### src/rtl/lighthouse_emitter_pkg.sv
// Shared constants and state type for the lighthouse sensor emulator.
// Sync pulse lengths are built from a base plus weighted flag steps.
package lighthouse_emitter_pkg;

    localparam int CNT_W          = 24;
    localparam int SYNC_BASE      = 3072;
    localparam int SYNC_AXIS_STEP = 512;
    localparam int SYNC_DATA_STEP = 1024;
    localparam int SYNC_SKIP_STEP = 2048;
    localparam int SWEEP_MAX_US   = 15;

    typedef enum logic [2:0] {
        ST_IDLE,
        ST_SYNC0,
        ST_GAP0,
        ST_SYNC1,
        ST_WAIT_SWEEP,
        ST_SWEEP,
        ST_TAIL
    } state_t;

endpackage

### src/rtl/lighthouse_emitter_sync_encode.sv
// Combinational sync-length encoder: maps the (skip, data, axis) flags
// of one sync pulse to its low time in clocks.
module lighthouse_sync_encode
    import lighthouse_emitter_pkg::*;
(
    input  logic             skip_i,
    input  logic             data_i,
    input  logic             axis_i,
    output logic [CNT_W-1:0] len_o
);

    assign len_o = CNT_W'(SYNC_BASE)
                 + (axis_i ? CNT_W'(SYNC_AXIS_STEP) : '0)
                 + (data_i ? CNT_W'(SYNC_DATA_STEP) : '0)
                 + (skip_i ? CNT_W'(SYNC_SKIP_STEP) : '0);

endmodule

### src/rtl/lighthouse_emitter.sv
// Lighthouse base-station emulator: drives a sensor-style pin with two sync
// pulses and one sweep pulse per frame, cycling through four frames.
// Optional OOTX data bits are enabled by defining LIGHTHOUSE_EMITTER_OOTX_EN.
module lighthouse_emitter
    import lighthouse_emitter_pkg::*;
#(
    parameter int CLOCKS_PER_MICROSECOND = 48,
    parameter int FRAME_CLOCKS           = 400000,
    parameter int SYNC_GAP               = 19200,
    parameter int SWEEP_LEN              = 480
) (
    input  logic        clk,
    input  logic        reset,
    input  logic        enable,
    input  logic [23:0] angle0,
    input  logic [23:0] angle1,
    input  logic [23:0] angle2,
    input  logic [23:0] angle3,
`ifdef LIGHTHOUSE_EMITTER_OOTX_EN
    input  logic        ootx0_bit,
    input  logic        ootx1_bit,
    output logic        ootx_strobe,
`endif
    output logic        pin,
    output logic        frame_strobe,
    output logic [1:0]  frame_index,
    output logic        sweep_dropped
);

    // Sweep length is kept even and below the sensor's 15 us pulse limit.
    localparam int SWEEP_LIM  = SWEEP_MAX_US * CLOCKS_PER_MICROSECOND;
    localparam int SWEEP_HALF = ((SWEEP_LEN < SWEEP_LIM) ? SWEEP_LEN : SWEEP_LIM - 1) / 2;
    localparam int SWEEP_EFF  = 2 * SWEEP_HALF;
    localparam int EXT_W      = CNT_W + 2;
    localparam logic [CNT_W-1:0] LAST_T = CNT_W'(FRAME_CLOCKS - 1);

    state_t           state_q, state_d;
    logic [CNT_W-1:0] cnt_q, cnt_d;
    logic [CNT_W-1:0] angle_q, angle_d;
    logic             pin_q, pin_d;
    logic             strobe_q, strobe_d;
    logic             drop_q, drop_d;
    logic [1:0]       idx_q, idx_d;
    logic             data0_q, data0_d;
    logic             data1_q, data1_d;

    logic             motor, axis, skip1;
    logic             ootx0_in, ootx1_in;
    logic [CNT_W-1:0] len0, len1, start_angle;
    logic [1:0]       start_idx;
    logic             boundary, sweep_ok;
    logic [EXT_W-1:0] t_next, r_pos, sw_start, sw_end;

    assign motor = idx_q[1];
    assign axis  = ~idx_q[0];
    assign skip1 = ~motor;

`ifdef LIGHTHOUSE_EMITTER_OOTX_EN
    assign ootx0_in    = ootx0_bit;
    assign ootx1_in    = ootx1_bit;
    assign ootx_strobe = strobe_q;
`else
    assign ootx0_in = 1'b0;
    assign ootx1_in = 1'b0;
`endif

    lighthouse_sync_encode u_enc0 (
        .skip_i (motor),
        .data_i (data0_q),
        .axis_i (axis),
        .len_o  (len0)
    );

    lighthouse_sync_encode u_enc1 (
        .skip_i (skip1),
        .data_i (data1_q),
        .axis_i (axis),
        .len_o  (len1)
    );

    // Frame timeline boundaries, widened so angle + offsets cannot overflow.
    always_comb begin
        t_next   = EXT_W'(cnt_q) + EXT_W'(1);
        r_pos    = EXT_W'(SYNC_GAP) + EXT_W'(len1);
        sw_start = r_pos + EXT_W'(angle_q) - EXT_W'(SWEEP_HALF);
        sw_end   = r_pos + EXT_W'(angle_q) + EXT_W'(SWEEP_HALF);
        sweep_ok = (angle_q >= CNT_W'(SWEEP_EFF)) &&
                   (sw_end <= EXT_W'(FRAME_CLOCKS - 1));
    end

    // Pick the frame index and angle that a frame start would latch.
    always_comb begin
        boundary  = (state_q != ST_IDLE) && (cnt_q == LAST_T);
        start_idx = boundary ? idx_q + 2'd1 : idx_q;
        case (start_idx)
            2'd0:    start_angle = angle0;
            2'd1:    start_angle = angle1;
            2'd2:    start_angle = angle2;
            default: start_angle = angle3;
        endcase
    end

    // Next-state and registered-output logic for the frame sequencer.
    always_comb begin
        state_d  = state_q;
        cnt_d    = cnt_q + CNT_W'(1);
        pin_d    = pin_q;
        strobe_d = 1'b0;
        drop_d   = 1'b0;
        idx_d    = idx_q;
        angle_d  = angle_q;
        data0_d  = data0_q;
        data1_d  = data1_q;

        if (state_q == ST_IDLE || boundary) begin
            idx_d = start_idx;
            cnt_d = '0;
            if (enable) begin
                state_d  = ST_SYNC0;
                pin_d    = 1'b0;
                strobe_d = 1'b1;
                angle_d  = start_angle;
                data0_d  = ootx0_in;
                data1_d  = ootx1_in;
            end else begin
                state_d = ST_IDLE;
                pin_d   = 1'b1;
            end
        end else begin
            case (state_q)
                ST_SYNC0: if (t_next == EXT_W'(len0)) begin
                    state_d = ST_GAP0;
                    pin_d   = 1'b1;
                end
                ST_GAP0: if (t_next == EXT_W'(SYNC_GAP)) begin
                    state_d = ST_SYNC1;
                    pin_d   = 1'b0;
                end
                ST_SYNC1: if (t_next == r_pos) begin
                    pin_d = 1'b1;
                    if (sweep_ok) begin
                        state_d = ST_WAIT_SWEEP;
                    end else begin
                        state_d = ST_TAIL;
                        drop_d  = 1'b1;
                    end
                end
                ST_WAIT_SWEEP: if (t_next == sw_start) begin
                    state_d = ST_SWEEP;
                    pin_d   = 1'b0;
                end
                ST_SWEEP: if (t_next == sw_end) begin
                    state_d = ST_TAIL;
                    pin_d   = 1'b1;
                end
                default: ;
            endcase
        end
    end

    // State and output registers; reset aborts any frame with the pin high.
    always_ff @(posedge clk) begin
        if (reset) begin
            state_q  <= ST_IDLE;
            cnt_q    <= '0;
            pin_q    <= 1'b1;
            strobe_q <= 1'b0;
            drop_q   <= 1'b0;
            idx_q    <= 2'd0;
            angle_q  <= '0;
            data0_q  <= 1'b0;
            data1_q  <= 1'b0;
        end else begin
            state_q  <= state_d;
            cnt_q    <= cnt_d;
            pin_q    <= pin_d;
            strobe_q <= strobe_d;
            drop_q   <= drop_d;
            idx_q    <= idx_d;
            angle_q  <= angle_d;
            data0_q  <= data0_d;
            data1_q  <= data1_d;
        end
    end

    assign pin           = pin_q;
    assign frame_strobe  = strobe_q;
    assign frame_index   = idx_q;
    assign sweep_dropped = drop_q;

endmodule

### config.mk
export PLATFORM = sky130hd
export DESIGN_NAME = lighthouse_emitter
export DESIGN_NICKNAME = d
export VERILOG_FILES = /design/src/rtl/lighthouse_emitter_pkg.sv /design/src/rtl/lighthouse_emitter_sync_encode.sv /design/src/rtl/lighthouse_emitter.sv
export SDC_FILE = /design/constraint.sdc
export NUM_CORES = 1
export LEC_CHECK = 0
export CORE_MARGIN = 5
export CORE_UTILIZATION = 64
export DETAILED_ROUTE_END_ITERATION = 6
export GPL_TIMING_DRIVEN = 0
export PLACE_DENSITY = 0.95
export SYNTH_ARGS = -nofsm -noshare
export SYNTH_HDL_FRONTEND = slang
export SYNTH_HIERARCHICAL = 1
export SYNTH_SLANG_ARGS = --single-unit
### constraint.sdc
create_clock -name clk -period 15.3 [get_ports clk]
set_clock_uncertainty 0.2 [all_clocks]
set_input_delay 3.06 -clock clk [delete_from_list [all_inputs] [get_ports clk]]
set_output_delay 3.06 -clock clk [all_outputs]
set_load 0.1 [all_outputs]
# ---- Word level (Yosys, flattened, before mapping)
# Index checks and enable logic that the tools add are counted.
dict set report op_classes {
  n_div 0
  addsub 10
  n_mux 24
  eq_ne 18
  reduce_logical 12
  n_shift 0
  n_mul 0
  bitwise_logic 3
  n_lt_le_gt_ge 2
}
# op n
set ops {}
lappend ops {{case mux 24 bit (3 select lines)} 1}
lappend ops {{equality test 25 x 26 -> 1 bit} 2}
lappend ops {{adder 24 bit} 2}
lappend ops {{adder 25 x 24 -> 26 bit} 1}
lappend ops {{adder 26 x 8 -> 26 bit (second input constant)} 1}
lappend ops {{<= comparator 26 x 19 -> 1 bit (second input constant)} 1}
lappend ops {{subtractor 26 x 8 -> 26 bit (second input constant)} 1}
lappend ops {{adder 15 x 24 -> 25 bit (first input constant)} 1}
lappend ops {{adder 24 x 1 -> 25 bit (second input constant)} 1}
lappend ops {{equality test 25 x 15 -> 1 bit (second input constant)} 1}
lappend ops {{equality test 25 x 24 -> 1 bit} 1}
lappend ops {{equality test 25 bit} 1}
lappend ops {{adder 12 x 24 -> 24 bit (first input constant)} 1}
lappend ops {{adder 24 x 1 -> 24 bit (second input constant)} 1}
lappend ops {{equality test 24 x 19 -> 1 bit (second input constant)} 1}
lappend ops {{greater-or-equal comparator 24 x 9 -> 1 bit (second input constant)} 1}
lappend ops {{2-to-1 mux 12 bit} 2}
lappend ops {{2-to-1 mux 3 bit} 6}
lappend ops {{!= test 3 bit (second input constant)} 5}
lappend ops {{case mux 3 bit (5 select lines)} 1}
lappend ops {{2-to-1 mux 1 bit} 10}
lappend ops {{2-to-1 mux 10 bit} 1}
lappend ops {{equality test 3 x 2 -> 1 bit (second input constant)} 2}
lappend ops {{equality test 3 bit (second input constant)} 2}
lappend ops {{17 further kinds} 22}
dict set report totals {
  romBits 0
  n_memories 0
  latchBits 0
  out_inout_bits 5
  input_bits 99
  ramBits 0
  reg_bits 56
  word_cells 76
}

# ---- Depth between registers and ports, before layout
# Gate-level depths: netlist of run 1.
dict set report logic_depth {
  word_depth 12
  ltp_mapped 26
  ltp_nobuf 23
}

# ---- Modules after synthesis
# The synthesis of run 1 kept the hierarchy.
# module seq_area_each_um2 n_inst area_per_inst_um2 cells_each
set by_module_without_submodules {}
lappend by_module_without_submodules {lighthouse_emitter 1121.1 1 9357.7 1168}
lappend by_module_without_submodules {lighthouse_sync_encode 0.0 2 188.9 27}

# ---- Worst setup path after synthesis of run 1
# Ideal clock, no wire load.
dict set report synth_path {
  kind {reg-to-reg}
  start {register idx_q[0], in the netlist frame_index[0]}
  end {register state_q[2]}
  t_arrival_ps 6607
  n_path_buf 4
  path_stages_with_launch 25
  setup_ps 121
  synth_period_minus_slack_ps 6928
  required_time_ps 14979
  slack_ps 8372
  cell_sequence {dfxtp_1 > clkbuf_1 > clkbuf_1 > inv_1 > buf_4 > inv_1 > ha_1 > nor2b_1 > or3_1 > and2_1 > ha_1 > buf_6 > a21oi_2 > o21ai_1 > or4_4 > o221ai_4 > o211ai_4 > nor4_4 > nand4_2 > nor4_1 > a31oi_1 > a22oi_1 > or4b_4 > a41oi_4 > mux2_4}
}
dict set report synth_between {
  elab_chain_cells 9
  word_cells_on_any_way 17
  classes_between {add/sub: 7; eq/ne: 8; mux: 1; reduce/logical: 1}
}
# item line
set synth_rtl {}
lappend synth_rtl {{from (decl)} lighthouse_emitter.sv:43} ;# logic [1:0] idx_q, idx_d;
lappend synth_rtl {{from (signal assigned)} lighthouse_emitter.sv:179} ;# idx_q <= idx_d;
lappend synth_rtl {{2-to-1 mux 10 bit *} lighthouse_emitter_sync_encode.sv:13} ;# + (axis_i ? CNT_W'(SYNC_AXIS_STEP) : '0)
lappend synth_rtl {{adder 12 x 24 -> 24 bit *} lighthouse_emitter_sync_encode.sv:13}
lappend synth_rtl {{adder 24 bit *} lighthouse_emitter_sync_encode.sv:15} ;# + (skip_i ? CNT_W'(SYNC_SKIP_STEP) : '0);
lappend synth_rtl {{net len1[9]} lighthouse_emitter.sv:49} ;# logic [CNT_W-1:0] len0, len1, start_angle;
lappend synth_rtl {{adder 15 x 24 -> 25 bit *} lighthouse_emitter.sv:84} ;# r_pos = EXT_W'(SYNC_GAP) + EXT_W'(len1);
lappend synth_rtl {{adder 25 x 24 -> 26 bit} {lighthouse_emitter.sv:85, lighthouse_emitter.sv:86}}
lappend synth_rtl {{adder 26 x 8 -> 26 bit or subtractor 26 x 8 -> 26 bit (tied branches)} {lighthouse_emitter.sv:86, lighthouse_emitter.sv:85}}
lappend synth_rtl {{equality test 25 x 26 -> 1 bit (on tied branches)} {lighthouse_emitter.sv:152, lighthouse_emitter.sv:148}}
lappend synth_rtl {{!= test 3 bit (no line)} n/a}
lappend synth_rtl {{AND reduction 6 bit (no line) *} n/a}
lappend synth_rtl {{to (signal assigned)} lighthouse_emitter.sv:174} ;# state_q <= state_d;
lappend synth_rtl {{to (decl)} lighthouse_emitter.sv:37} ;# state_t state_q, state_d;
# The timed path passes the listed nets; every way through them passes the cells marked *.
# A chain may end at the register's enable or synchronous reset.

# ---- Worst setup path after layout of run 1
# Same ends and word-level chain as after synthesis.

==> results_dict.tcl, run 1 <==
set metrics [dict create \
    grt_pass1_wl_um 52300 \
    setup_viol 0 \
    p_total_w 0.00129 \
    worstPathMaxFanout 10 \
    worstSkewPairLatency_ns 0.32 \
    p_leak_nw 3.90 \
    routedWlPerCell_um 21.3 \
    cts_buffers 5 \
    final_cell_mix "nor2_1, mux2i_1, clkdlybuf4s50_1" \
    syn_area_um2 9740 \
    gp_congestion 1.04 \
    synth_edf_count 0 \
    gr-usage-all-layers 0.361 \
    fin_crit_ns 7.44 \
    final_common_cell "nor2_1" \
    die_h_um 133 \
    p_per_area_nw_per_um2 114 \
    post-route-period-util 0.486 \
    drt_iter0_markers 1179 \
    finalMaxSlewViolations 0 \
    cts.hold.buffers_added 0 \
    grt_pass1_vias 10205 \
    synth_async_sr_flop_share 0 \
    cpMaxStageDelayCell "a2111oi_0" \
    cts_buffer_depth 2 \
    grt_setup_unrepaired "false" \
    end_kind "flop" \
    routed_via_density 6.79 \
    grt_max_degree 20 \
    max_stage_delay_ns 0.66 \
    fin_nets 1502 \
    met1_length_um 12500 \
    crit_chain "clkbuf_1, clkbuf_1, inv_1, buf_4, inv_1, ha_1, nor2b_1, or3_1, and2_1, ha_1, buf_6, nand2_1, o21a_1, a21oi_1, a21boi_1, xnor2_2, xnor2_1, inv_1, a2111oi_0, nand4_1, a2111oi_0, a21oi_1, a41oi_4, mux2_4" \
    fin_ws_ns 7.86 \
    synth_cells 1222 \
    first_pass_iters 7 \
    cts_tree "done" \
    maxCapViolations 0 \
    worstSetupPathType "reg -> reg" \
    place_hpwl_um 27000 \
    drc 0 \
    port_buffers 103 \
    start_util 0.648 \
    cp_common_cell "inv_1" \
    htreeDepth 2 \
    startpoint_type "flop" \
    cts_setup_buffers 0 \
    ant_nets 0 \
    ys_types 110 \
    highest_layer "met5" \
    tns_ns 0 \
    synth_seq_cells 56 \
    drive_gt1_frac 0.130 \
    area_growth_pct 16.1 \
    clock-sinks 56 \
    fillers 993 \
    hold_class "reg -> reg" \
    diodes 0 \
    dr_wl_met3_um 3550 \
    routed_wl_um 33200 \
    grt_overflow 0 \
    design.portCount 104 \
    max-slew-margin-rel 0.277 \
    cts.reportedPaths.clkPinSlew_ns 0.09 \
    ys_seq_area_frac 0.115 \
    core-area_um2 15000 \
    avgSynthCellArea_um2 7.97 \
    fmax_mhz 134 \
    finish.utilization 0.752 \
    cp.required_ns 15.31 \
    die_w_um 133 \
    critPathArrivalTime_ns 7.45 \
    hold_ws_ns 0.330 \
    pre_cts_slack_ns 7.96 \
    clockRootBuffer "clkbuf_16" \
    rrSetupSlack_ns 7.86 \
    grt_antenna_before_repair 1 \
    run_status "completed" \
    peakVddDrop_uv 73.0 \
    worst_slew_pin_slew_ns 1.08 \
    wl_met2_um 15200 \
    cts_resized 0 \
    ys.flop_type "dfxtp_1" \
    rows 45 \
    vias 10592 \
    die_area_um2 17800 \
    ys.warnings.count 6 \
    finalHoldViolCount 0 \
]
-- state kept, by name, summed over array words and instances (netlist names) --
register / count
state_q: 3
angle_q: 24
sweep_dropped: 1
cnt_q: 24
pin: 1
frame_strobe: 1
frame_index: 2
-- path summary, 6_finish.rpt --
kind,start,end,depth (start not counted)
worst max register to register,frame_index[0]$_SDFFE_PP0P_,state_q[2]$_SDFFE_PP0P_,24
worst min register to register,angle_q[2]$_SDFFE_PP0P_,angle_q[2]$_SDFFE_PP0P_,2
worst min-delay path,angle_q[2]$_SDFFE_PP0P_,angle_q[2]$_SDFFE_PP0P_,2
worst max-delay path,frame_index[0]$_SDFFE_PP0P_,state_q[2]$_SDFFE_PP0P_,24
-- through the flow --
| stage | cells | cell area, um^2 |
|---|---|---|
| 2_1_floorplan | 1261 | 9880 |
| 3_3_place_gp | 1552 | 11100 |
| 3_5_place_dp | 1552 | 11100 |
| 4_1_cts | 1560 | 11300 |
| 5_1_grt | 1560 | 11300 |
| 6_report | 1560 | 11300 |
-- power breakdown --
| group | total [W] | internal, W | switching [W] |
|---|---|---|---|
| Sequential | 0.000197 | 0.000170 | 0.0000264 |
| Combinational | 0.000968 | 0.000369 | 0.000599 |
| Clock | 0.000129 | 0.0000626 | 0.0000662 |
-- synthesized netlist by cell type (all sizes together) (5+ instances only) --
cell | instances | area (um^2)
buf | 81 | 547
nand3 | 33 | 180
o31ai | 8 | 73.8
a21oi | 55 | 305
dfxtp | 56 | 1120
o2111ai | 8 | 70.1
a21boi | 5 | 41.3
o21ai | 51 | 267
nor4 | 30 | 243
o21a | 11 | 85.1
nand2b | 9 | 56.3
mux4 | 24 | 541
nor3 | 44 | 235
a31oi | 9 | 56.3
and2 | 11 | 68.8
or4 | 8 | 71.3
inv | 35 | 131
clkbuf | 37 | 139
and3 | 13 | 81.3
nor2 | 116 | 440
nand4 | 39 | 265
xor2 | 52 | 470
xnor2 | 98 | 903
nor2b | 10 | 62.6
nand2 | 66 | 253
ha | 31 | 388
o211ai | 13 | 135
a2111oi | 7 | 62.6
or3 | 16 | 105
nor3b | 7 | 52.6
and4 | 9 | 81.3
mux2i | 106 | 1070
o21bai | 6 | 45.0
a211oi | 39 | 320
-- critical path: cells and delay by family, from the launching register on --
kind | cells | cell delay [ns]
simple gates | 5 | 0.94
compound gates | 7 | 2.39
flops | 1 | 0.34
xor+xnor | 2 | 0.79
mux | 1 | 0.34
buf+inv | 7 | 1.84
fa+ha+maj | 2 | 0.48
-- cell families after synthesis --
| kind of cell | count (synthesis) | share of synthesized area |
|---|---|---|
| flip-flops | 56 | 0.115 |
| other | 3 | 0.00116 |
| AND/OR/NAND/NOR | 427 | 0.239 |
| buffers and inverters | 154 | 0.0843 |
| adder cells (fa/ha/maj) | 33 | 0.0429 |
| XOR/XNOR | 151 | 0.143 |
| AO/OA/AOI/OAI | 266 | 0.205 |
| multiplexers | 132 | 0.168 |
-- metal layers --
metal / GRT usage / vias up
met5: 0 / -
met4: 0.202 / 2
met3: 0.0687 / 161
met2: 0.601 / 747
met1: 0.438 / 4908
li1: - / 4774
-- layout make-up --
| class | count | area (um^2) | area share |
|---|---|---|---|
| Buffer | 118 | 686 | 0.0607 |
| Clock buffer | 5 | 125 | 0.0111 |
| Clock inverter | 3 | 27.5 | 0.00244 |
| Inverter | 36 | 135 | 0.0120 |
| Multi-Input combinational cell | 1051 | 7940 | 0.703 |
| Sequential cell | 56 | 1120 | 0.0992 |
| Tap cell | 188 | 235 | 0.0208 |
| Timing Repair Buffer | 103 | 1030 | 0.0912 |
Note: power is estimated with default switching activity, not from simulation.
==> run 2: changes to the inputs <==
- CORE_UTILIZATION: 64 -> 60
- PLACE_DENSITY: 0.95 -> 0.94
- clock period: 15.3 -> 7.6 ns (I/O delays scaled with it)
==> run 2 against run 1 <==
  * Power is 110% higher
  * Sequential power increased by 100%
  * Combinational power increased by 110%
  * Worst hold slack worse by 0.0080 ns
  * Fmax is 3.2% higher
  * Cell area rose by 0.34%
  * Utilization shrank 3.8 points
  * Via count increased by 0.58%
  * Largest power group unchanged
==> results_dict.tcl, run 2 (same netlist as run 1, synthesis figures left out) <==
set metrics [dict create \
    worst_slew_pin_slew_ns 1.02 \
    cts_buffer_depth 2 \
    crit_buf_inv 6 \
    routed_via_density 6.71 \
    rrSetupSlack_ns 0.39 \
    grt_pass1_vias 10244 \
    drc 0 \
    design.portCount 104 \
    fmax_mhz 139 \
    die_h_um 137 \
    hold_end "pin$_SDFFE_PP1P_" \
    worstHoldPathCells 2 \
    peakVddDrop_uv 158 \
    ant_nets 0 \
    cpMaxStageDelayCell "a311oi_2" \
    maxCapViolations 0 \
    max-slew-margin-rel 0.316 \
    port_buffers 103 \
    critPathArrivalTime_ns 7.23 \
    drt_iter0_markers 1361 \
    ff2ff_path_depth 23 \
    worstSetupPathType "reg -> reg" \
    place_hpwl_um 27200 \
    dp.cells 1580 \
    final_cell_mix "nor2_1, mux2i_1, clkdlybuf4s50_1" \
    fin_nets 1502 \
    cts.hold.buffers_added 0 \
    reg_top3 "angle_q (24), cnt_q (24), state_q (3)" \
    setup_viol 0 \
    htreeDepth 2 \
    grt_antenna_before_repair 0 \
    fin_crit_ns 7.21 \
    start_util 0.613 \
    hold_class "reg -> reg" \
    cp.required_ns 7.62 \
    hp-start "pin$_SDFFE_PP1P_" \
    area_growth_pct 16.5 \
    grt_max_degree 21 \
    crit_chain "clkbuf_2, clkbuf_2, inv_1, buf_4, inv_1, ha_1, nor2b_1, or3_1, and2_1, ha_1, buf_6, nand2_1, o21ai_0, nor4_1, a311oi_2, nand4_1, nor3_1, xnor2_1, nand3_1, a2111oi_0, a21oi_1, a41oi_4, mux2_4" \
    reg2reg_from "frame_index[0]$_SDFFE_PP0P_" \
    run_status "completed" \
    vias 10653 \
    clockRootBuffer "clkbuf_16" \
    grt_overflow 0 \
    cts_tree "done" \
    finalHoldViolCount 0 \
    worstSkewPairLatency_ns 0.32 \
    end_kind "flop" \
    r2r-end "state_q[2]$_SDFFE_PP0P_" \
    max_stage_delay_ns 0.76 \
    gp_congestion 1.03 \
    routed_wl_um 33500 \
    rows 46 \
    startpoint_type "flop" \
    grt_pass1_wl_um 52100 \
    core-area_um2 15900 \
    cts_buffers 5 \
    diodes 0 \
    clock-sinks 56 \
    final_common_cell "nor2_1" \
    post_layout_nonfiller_instances 1588 \
    cts.reportedPaths.clkPinSlew_ns 0.09 \
    drive_gt1_frac 0.131 \
    grt_setup_unrepaired "false" \
    p_total_w 0.00265 \
    fillers 1205 \
    p_per_area_nw_per_um2 234 \
    post-route-period-util 0.948 \
    worstPathMaxFanout 10 \
    p_leak_nw 3.92 \
    tns_ns 0 \
    first_pass_iters 6 \
    routedWlPerCell_um 21.1 \
    cp_top_family "compound AO/OA/AOI/OAI gates" \
    die_w_um 137 \
    finalMaxSlewViolations 0 \
    die_area_um2 18900 \
    gr-usage-all-layers 0.348 \
]
## run 2: cell types whose count changed in the layout (fill, tap and decap cells not counted), sizes merged
cell / delta
inv: +2
clkinv: -1
clkinvlp: -1
## run 2: stage by stage
step	hold WS, ns	setup WS [ns]	instance area [um^2]	util
finish	0.322	0.393	11300	0.714
global route	0.339	0.120	11300	0.714
CTS	0.321	0.0503	11300	0.714
detailed placement	0.307	0.0783	11200	0.704
global placement	0.299	0.234	11200	0.704
floorplan	0.282	0.672	9880	-
## run 2: repair_timing
| item | 4_1_cts | 5_1_grt |
|---|---|---|
| setup buffers | 0 | 0 |
| resized for setup | 0 | 5 |
| endpoints found under the setup margin | 0 | 4 |
## run 2: cell type report
type | count | area, um^2 | share of cell area
clock buffer | 5 | 125 | 0.0110
multi-input combinational | 1051 | 7940 | 0.700
clock inverter | 3 | 28.8 | 0.00254
tap | 216 | 270 | 0.0238
timing repair buffer | 103 | 1030 | 0.0909
sequential | 56 | 1120 | 0.0989
buffer | 118 | 688 | 0.0607
inverter | 36 | 135 | 0.0119
## run 2: metal layers
metal / up-vias / share of wire / GRT usage
met3: 185 / 0.12 / 0.0636
li1: 4790 / - / -
met2: 750 / 0.46 / 0.580
met5: - / 0 / 0
met4: 0 / 0.060 / 0.186
met1: 4928 / 0.36 / 0.424
## run 2: worst max path at each step
stage,startpoint,slack (ns),cells after the start,to
floorplan,frame_index[0]$_SDFFE_PP0P_,0.67,24,state_q[2]$_SDFFE_PP0P_
global route,frame_index[0]$_SDFFE_PP0P_,0.12,23,state_q[2]$_SDFFE_PP0P_
detailed placement,frame_index[0]$_SDFFE_PP0P_,0.08,23,state_q[2]$_SDFFE_PP0P_
CTS,frame_index[0]$_SDFFE_PP0P_,0.05,23,state_q[2]$_SDFFE_PP0P_
finish,frame_index[0]$_SDFFE_PP0P_,0.39,23,state_q[2]$_SDFFE_PP0P_
global placement,frame_index[0]$_SDFFE_PP0P_,0.23,23,state_q[2]$_SDFFE_PP0P_
## run 2: where the power goes
| part | total, W | leakage [nW] | switching [W] | internal [W] |
|---|---|---|---|---|
| Combinational | 0.00199 | 3.38 | 0.00124 | 0.000742 |
| Sequential | 0.000400 | 0.458 | 0.0000571 | 0.000343 |
| Clock | 0.000268 | 0.0767 | 0.000140 | 0.000128 |
| Total | 0.00265 | 3.92 | 0.00144 | 0.00121 |
## run 2: worst reg2reg max path, cell delays in order (launching register included)
cell and delay, ns:
dfxtp_1 0.37, clkbuf_2 0.32, clkbuf_2 0.39, inv_1 0.17, buf_4 0.17, inv_1 0.05
ha_1 0.18, nor2b_1 0.11, or3_1 0.35, and2_1 0.24, ha_1 0.31, buf_6 0.14
nand2_1 0.06, o21ai_0 0.53, nor4_1 0.13, a311oi_2 0.76, nand4_1 0.52, nor3_1 0.37
xnor2_1 0.15, nand3_1 0.10, a2111oi_0 0.54, a21oi_1 0.23, a41oi_4 0.37, mux2_4 0.34
==> run 3: changes to the inputs <==
- CORE_UTILIZATION: 60 -> 55
- PLACE_DENSITY: 0.94 -> 0.93
- SYNTH_HIERARCHICAL: 1 -> unset
- TNS_END_PERCENT: unset -> 10
==> run 3 against run 2 <==
  * Worst setup slack improved by 2.1 ns
  * First-iteration DRC count decreased by 56%
  * Combinational power decreased by 65%
  * Power decreased by 54%
  * Non-clock buffer count decreased by 69
  * Worst hold slack improved by 0.0044 ns
  * Cell area decreased by 37%
  * Via count decreased by 39%
  * Critical endpoint is now state_q[1]$_SDFFE_PP0P_
  * Largest power group unchanged
==> results_dict.tcl, run 3 <==
set metrics [dict create \
    cts.hold.buffers_added 0 \
    routed_via_density 6.18 \
    area_growth_pct 21.8 \
    pre_cts_slack_ns 2.59 \
    cts_buffers 5 \
    grt_pass1_vias 6267 \
    grt_overflow 0 \
    grt_pass1_wl_um 29200 \
    place_hpwl_um 14000 \
    synth_seq_cells 56 \
    cts_setup_buffers 0 \
    worstPathMaxFanout 10 \
    ys.flop_type "dfxtp_1" \
    yosys-top-cells-count "nor2_1, nand2_1, xnor2_1, dfxtp_1, a21oi_1" \
    diodes 0 \
    fillers 862 \
    synth_area_leader_cell "dfxtp_1" \
    worstSetupPathType "reg -> reg" \
    run_status "completed" \
    clock-sinks 56 \
    die_area_um2 12800 \
    maxCapViolations 0 \
    synth_cells 808 \
    finalMaxSlewViolations 0 \
    synth_nets 924 \
    critPathArrivalTime_ns 5.15 \
    ant_nets 0 \
    cpMaxStageDelayCell "a2111oi_0" \
    die_h_um 113 \
    vias 6517 \
    fin_ws_ns 2.48 \
    design.portCount 104 \
    grt_setup_unrepaired "false" \
    cp.required_ns 7.63 \
    die_w_um 113 \
    p_per_area_nw_per_um2 171 \
    finalHoldViolCount 0 \
    peakVddDrop_uv 128 \
    core-area_um2 10400 \
    final_common_cell "clkdlybuf4s50_1" \
    start_util 0.565 \
    hold_class "reg -> reg" \
    tns_ns 0 \
    gr-usage-all-layers 0.271 \
    cts_tree "done" \
    grt_max_degree 18 \
    ys_types 83 \
    routed_wl_um 17500 \
    ys.warnings.count 0 \
    post-route-period-util 0.674 \
    fin_nets 1033 \
    startpoint_type "flop" \
    ys_seq_area_frac 0.191 \
    routedWlPerCell_um 16.6 \
    fmax_mhz 195 \
    syn_area_um2 5860 \
    max-slew-margin-rel 0.339 \
    drive_gt1_frac 0.0436 \
    cts_resized 0 \
    htreeDepth 2 \
    synth_top_area_frac 0.191 \
    first_pass_iters 6 \
    final_cell_mix "clkdlybuf4s50_1, nor2_1, nand2_1" \
    drc 0 \
    synth_async_sr_flop_share 0 \
    drt_iter0_markers 604 \
    yosysMostFrequentCell "nor2_1" \
    port_buffers 102 \
    hold_ws_ns 0.326 \
    finish.utilization 0.688 \
    worst_slew_pin_slew_ns 0.984 \
    setup_viol 0 \
    avgSynthCellArea_um2 7.25 \
    cts_buffer_depth 2 \
    gp_congestion 0.972 \
    fin_crit_ns 5.12 \
    crit_chain "inv_1, ha_1, ha_1, or2_2, and3_1, nor2_1, or3_1, xnor2_1, mux2i_1, a2111oi_0, and4bb_1, nand4_1, and3_1, nand2b_4, o41ai_2" \
    reg_top3 "angle_q (24), cnt_q (24), state_q (3)" \
    worstSkewPairLatency_ns 0.32 \
    cts.reportedPaths.clkPinSlew_ns 0.10 \
    synth.area.top_cells "dfxtp_1, xnor2_1, nor2_1" \
    synth_edf_count 0 \
    grt_antenna_before_repair 0 \
    clockRootBuffer "clkbuf_8" \
    end_kind "flop" \
    max_stage_delay_ns 0.74 \
    rows 37 \
    p_total_w 0.00122 \
    p_leak_nw 2.47 \
]
## run 3: layout make-up
type,count,area [um^2],area share
multi-input cells,685,4470,0.626
flip-flops and latches,56,1120,0.157
repair buffers,102,1020,0.143
plain buffers,50,209,0.0293
well taps,136,170,0.0238
clock buffers,6,72.6,0.0102
inverters,17,63.8,0.00894
clock inverters,2,13.8,0.00193
## run 3: power by group
part           internal (W)  switching, W  total (W)
Sequential         0.000328     0.0000324   0.000360
Combinational      0.000283      0.000408   0.000691
Clock             0.0000661      0.000106   0.000172
Total              0.000676      0.000547    0.00122
## run 3: path summary, 6_finish.rpt
path / from / end / slack (ns) / cells after the start
worst min-delay path: pin$_SDFFE_PP1P_ / pin$_SDFFE_PP1P_ / 0.33 / 2
worst max register to register: frame_index[0]$_SDFFE_PP0P_ / state_q[1]$_SDFFE_PP0P_ / 2.48 / 15
worst max-delay path: frame_index[0]$_SDFFE_PP0P_ / state_q[1]$_SDFFE_PP0P_ / 2.48 / 15
worst min register to register: pin$_SDFFE_PP1P_ / pin$_SDFFE_PP1P_ / 0.33 / 2
## run 3: worst max-delay path, delay by kind of cell (launching register included)
family | cells | cell delay, ns
simple gates | 8 | 2.07
compound gates | 2 | 1.03
fa+ha+maj | 2 | 0.78
flops | 1 | 0.59
buf+inv | 1 | 0.14
xor+xnor | 1 | 0.12
mux | 1 | 0.08
## run 3: kinds of logic after synthesis
logic type	count (synthesis)	synth area share
simple gates	375	0.333
compound gates	182	0.219
mux	15	0.0269
fa+ha+maj	17	0.0376
buf+inv	67	0.0465
xor+xnor	96	0.146
flops	56	0.191
## run 3: through the flow
step | instance area [um^2] | cells
3_3_place_gp | 7050 | 1046
2_1_floorplan | 5860 | 808
4_1_cts | 7140 | 1054
5_1_grt | 7140 | 1054
6_report | 7140 | 1054
3_5_place_dp | 7050 | 1046
## run 3: per-layer routing
layer	up-vias	GRT usage	part of all wire
met4	0	0.0889	0.025
met5	-	0	0
met3	45	0.0481	0.093
met2	336	0.471	0.47
met1	2986	0.339	0.41
li1	3150	-	-
